### src/rtl/mips_mc_dp.sv
// mips_mc_dp: multicycle MIPS subset core sharing one memory port for fetch and data.
// Define MIPS_MC_RETIRE_CNT_EN to add the retire_cnt output and its counter.
module mips_mc_dp #(
    parameter int          NREG     = 32,
    parameter logic [31:0] PC_RESET = 32'h0000_3000,
    parameter int          XLEN     = 32
) (
    input  logic            clk,
    input  logic            rst,
    output logic            mem_req,
    output logic            mem_we,
    output logic [31:0]     mem_addr,
    output logic [XLEN-1:0] mem_wdata,
    input  logic [XLEN-1:0] mem_rdata,
    input  logic            mem_ack,
    output logic [31:0]     pc,
    output logic [31:0]     instr,
    output logic [2:0]      state,
    output logic            halted
`ifdef MIPS_MC_RETIRE_CNT_EN
    ,
    output logic [31:0]     retire_cnt
`endif
);
    typedef enum logic [2:0] {
        FETCH  = 3'd0,
        DECODE = 3'd1,
        EXEC   = 3'd2,
        MEM    = 3'd3,
        WB     = 3'd4,
        HALT   = 3'd7
    } st_t;
    localparam int AW = $clog2(NREG);
    st_t             st;
    logic [XLEN-1:0] gpr [NREG];
    logic [XLEN-1:0] a, b, res, rsv, rtv, sx, alu, ea;
    logic [5:0]      op, fn;
    logic [4:0]      rs, rt, rd, dst;
    logic [15:0]     imm;
    logic [31:0]     npc;
    logic            is_addu, is_subu, is_ori, is_lui, is_lw, is_sw, is_beq, is_j, legal, wen;
    assign op      = instr[31:26];
    assign rs      = instr[25:21];
    assign rt      = instr[20:16];
    assign rd      = instr[15:11];
    assign fn      = instr[5:0];
    assign imm     = instr[15:0];
    assign is_addu = op == 6'h00 && fn == 6'h21;
    assign is_subu = op == 6'h00 && fn == 6'h23;
    assign is_ori  = op == 6'h0D;
    assign is_lui  = op == 6'h0F;
    assign is_lw   = op == 6'h23;
    assign is_sw   = op == 6'h2B;
    assign is_beq  = op == 6'h04;
    assign is_j    = op == 6'h02;
    assign legal   = is_addu || is_subu || is_ori || is_lui || is_lw || is_sw || is_beq || is_j;
    // out-of-range and zero register indices read as zero and never get written
    assign rsv     = (rs != 5'd0 && int'(rs) < NREG) ? gpr[rs[AW-1:0]] : '0;
    assign rtv     = (rt != 5'd0 && int'(rt) < NREG) ? gpr[rt[AW-1:0]] : '0;
    assign dst     = op == 6'h00 ? rd : rt;
    assign wen     = dst != 5'd0 && int'(dst) < NREG;
    assign sx      = XLEN'($signed(imm));
    assign ea      = a + sx;
    assign alu     = is_addu ? a + b : is_subu ? a - b : is_ori ? a | XLEN'(imm) : XLEN'($signed({imm, 16'h0}));
    assign npc     = (is_beq && a == b) ? pc + {{14{imm[15]}}, imm, 2'b00} :
                     is_j ? {pc[31:28], instr[25:0], 2'b00} : pc;
    assign state   = st;
    assign halted  = st == HALT;
    // requests are raised on the edge that enters FETCH/MEM so a zero-wait ack completes in one cycle
    always_ff @(posedge clk or posedge rst) begin
        if (rst) begin
            st        <= FETCH;
            pc        <= PC_RESET;
            instr     <= '0;
            mem_req   <= 1'b0;
            mem_we    <= 1'b0;
            mem_addr  <= '0;
            mem_wdata <= '0;
            a         <= '0;
            b         <= '0;
            res       <= '0;
            for (int i = 0; i < NREG; i++) gpr[i] <= '0;
        end else begin
            case (st)
                FETCH: begin
                    if (!mem_req) begin
                        mem_req  <= 1'b1;
                        mem_addr <= pc;
                    end else if (mem_ack) begin
                        instr   <= mem_rdata[31:0];
                        pc      <= pc + 32'd4;
                        mem_req <= 1'b0;
                        st      <= DECODE;
                    end
                end
                DECODE: begin
                    a  <= rsv;
                    b  <= rtv;
                    st <= legal ? EXEC : HALT;
                end
                EXEC: begin
                    if (is_lw || is_sw) begin
                        if (ea[1:0] != 2'b00) st <= HALT;
                        else begin
                            mem_req   <= 1'b1;
                            mem_we    <= is_sw;
                            mem_addr  <= ea[31:0];
                            mem_wdata <= b;
                            st        <= MEM;
                        end
                    end else if (is_beq || is_j) begin
                        pc       <= npc;
                        mem_req  <= 1'b1;
                        mem_addr <= npc;
                        st       <= FETCH;
                    end else begin
                        res <= alu;
                        st  <= WB;
                    end
                end
                MEM: begin
                    if (mem_ack) begin
                        res     <= mem_rdata;
                        mem_we  <= 1'b0;
                        mem_req <= !is_lw;
                        if (!is_lw) mem_addr <= pc;
                        st      <= is_lw ? WB : FETCH;
                    end
                end
                WB: begin
                    if (wen) gpr[dst[AW-1:0]] <= res;
                    mem_req  <= 1'b1;
                    mem_addr <= pc;
                    st       <= FETCH;
                end
                default: begin
                    mem_req <= 1'b0;
                    mem_we  <= 1'b0;
                    st      <= HALT;
                end
            endcase
        end
    end
`ifdef MIPS_MC_RETIRE_CNT_EN
    logic retire;
    assign retire = st == WB || (st == MEM && mem_ack && is_sw) || (st == EXEC && (is_beq || is_j));
    always_ff @(posedge clk or posedge rst) begin
        if (rst) retire_cnt <= '0;
        else if (retire) retire_cnt <= retire_cnt + 32'd1;
    end
`endif
endmodule

### config.mk
export PLATFORM = sky130hd
export DESIGN_NAME = mips_mc_dp
export DESIGN_NICKNAME = d
export VERILOG_FILES = /design/src/rtl/mips_mc_dp.sv
export SDC_FILE = /design/constraint.sdc
export NUM_CORES = 2
export LEC_CHECK = 0
export ABC_AREA = 1
export ABC_CLOCK_PERIOD_IN_PS = 45000
export CORE_ASPECT_RATIO = 1.25
export CORE_MARGIN = 4
export CORE_UTILIZATION = 50
export DETAILED_ROUTE_END_ITERATION = 8
export PLACE_DENSITY = 0.72
export SLEW_MARGIN = 20
export SYNTH_ARGS = -nofsm -noshare
export SYNTH_HDL_FRONTEND = slang
export SYNTH_SLANG_ARGS = --single-unit
### constraint.sdc
create_clock -name clk -period 45 [get_ports clk]
set_input_delay 9 -clock clk [delete_from_list [all_inputs] [get_ports clk]]
set_output_delay 9 -clock clk [all_outputs]
set_load 0.05 [all_outputs]
==> reports/summary.txt <==
critical path data required time = 45.82 ns
placed cell area = 76,000 um^2
status = complete, but fails checks
area leader, netlist = dfrtp_1
pre-CTS setup slack = 31.68 ns
Fillers = 14,000
die area = 154,000 um^2
GPL Wtd Cong = 1.06
Core Area = 147,000 um^2
P&R area growth vs syn = 8.82%
reg2reg setup slack = 40.38 ns
RSZ-0062 raised after global routing = no
failing checks = DRC
CP max FO = 84
initial core utilization = 50.4%
final instance area = 80,500 um^2
row count = 157
synth cell count leaders = o21ai_0 (2,473), nand2_1 (2,066), nor2_1 (1,340)
Slew Viols, Final = 0
Final Util = 54.9%
Synth async-reset ratio = 100%
Crit Path Class = primary input to asynchronous set/reset pin
largest family of logic cells by synthesized area = compound AO/OA/AOI/OAI gates
XOR/XNOR Fraction of Synth Area = 0.438%
relative slew slack = 17.1%
share of the synthesized area in the top cell type = 42.3%
number of port buffers = 168
Die Y = 438 um
worst vdd ir = 54.7 uV
critical path data arrival time = 13.20 ns
Synth Area in Simple Gates = 20.3%
1st-iter DRT viols = 11,100
largest net degree at the start of global routing = 174
die width = 352 um
final setup margin = 32.62 ns
synthesized net count = 10,600
compound-gate portion of the synthesized area = 27.0%
most common cell in the netlist = o21ai_0
CTS sink count = 1,253
first-pass GRT wire length = 475 mm
Final Hold Vio Count = 0
cts hold-fix bufs = 0
HPWL after DPL = 199 mm
Initial DRT Pass Iterations = 9
Synth Area in Adders = 2.46%
total global routing overflow = 0
Synth warnings = 0
H-tree depth = 4
IO Count = 169
Final period util = 27.5%
CTS tree = built
sequential area share after synthesis = 42.4%
number of synthesized register bits = 1,253
min Tclk post-route = 12.38 ns
final WL = 323 mm
met1 Use GR = 51.1%
met2 Resource Use GR = 60.5%
layout cells sized above 1 = 4.20%
Via-to-Cell Ratio = 6.49
HP Class = flip-flop to flip-flop
WL/cell = 27.0 um
routed vias = 77,700
Fin Hold WS = 0.389 ns
Achievable Freq = 0.0808 GHz
clock buffer depth = 3
synthesized area = 74,000 um^2
setup TNS = 0 ns
remaining antenna violation count = 0
clock skew = 0.0286 ns
mux share of post-synthesis cell area = 0%
Cell variety after synth = 52
Hold Path Stages = 0
EDFF count, synth = 0
Multi-input gate area = 37,400 um^2
Placed Cells = 11,700
CP startpoint kind = primary input
post-CTS sizing = 0
M3 GR Usage = 11.6%
syn avg cell area = 7.10 um^2
Mapped Cells = 10,400
Post-route DRC = 6
clk_lat worst skew = 0.80 ns
CTS Buf Count = 132
antenna violations before repair = 16
Slew @ Worst Pin = 1.24 ns
sequential cell area = 31,400 um^2
Synth area leaders = dfrtp_1 (42%), o21ai_0 (17%), nand2_1 (10%)
ys flop type = dfrtp_1
Post-CTS Setup Bufs = 0
CTS clock-pin slew for the worst setup and hold paths = 0.06 ns
Power, Total = 6.76 mW
clock root cell = clkbuf_16
GRT Resource Usage Total = 40.5%
final net count = 10,100
Worst R2R Path Depth = 9
Post-Layout Cell Count = 12,000
vias in the first global route = 72,400
Finish-stage setup viols = 0
endpoint type of the worst setup path = asynchronous set/reset pin
P_leak = 36.4 nW
global route hottest layer = met2
Power Density = 83.9 nW/um^2
Max Cap Violations = 0
## placed cells by master (no fill, tap or decap), types with 92 or more instances in the layout
cell type | synthesis | routed
a21oi_1 | 410 | 410
buf_4 | 1 | 92
clkbuf_16 | 0 | 136
clkdlybuf4s50_1 | 0 | 168
dfrtp_1 | 1251 | 1241
ha_1 | 139 | 139
inv_1 | 588 | 575
nand2_1 | 2066 | 2049
nand3_1 | 265 | 265
nor2_1 | 1340 | 1336
o211ai_1 | 206 | 206
o21ai_0 | 2473 | 2471
o22ai_1 | 433 | 433
## per-layer routing
metal,up-vias,routed length (um)
met5,-,72
met4,12,25400
met3,1332,41500
met2,5466,138000
met1,36700,118000
li1,34200,-
## critical path: stages
cell and delay [ns]:
clkdlybuf4s50_1 0.50, inv_8 0.45, buf_4 0.78, buf_4 0.87, buf_4 0.57, buf_4 0.75
## cells by family after synthesis
logic type,after synthesis
buffers and inverters,1456
xor gates and xnor gates,37
AOI/OAI and AO/OA,3711
adders and majority gates,143
and+or+nand+nor,3816
DFF,1253
## worst paths after layout
| kind | from | end |
|---|---|---|
| min in group asynchronous | rst | pc[3] |
| max in group clk | instr[19] | instr[19] |
| hold / removal | gpr[1009] | gpr[1009] |
| setup reg to reg | instr[21] | a[13] |
| setup / recovery | rst | gpr[281] |
| hold reg to reg | gpr[1009] | gpr[1009] |
## flip-flops by register name, summed over array words and instances, names as in the netlist
name,count
a,32
state,3
mem_we,1
gpr,1024
mem_req,1
mem_addr,32
res,32
mem_wdata,32
instr,32
pc,32
b,32
## power breakdown
part	total, mW	internal, mW	switching, mW
logic	3.73	1.06	2.67
registers	1.89	1.48	0.405
clock network	1.14	0.644	0.496
total	6.76	3.19	3.57
## final cells by class
class	instances	share of cell area [%]
antenna	6	0.0186
clock buffer	194	4.88
clock inverter	46	0.600
inverter	597	2.83
multi-input combinational	7707	46.4
sequential	1253	39.0
tap	1908	2.96
timing repair buffer	274	3.28
No activity file was read; power rests on OpenSTA's default activity.
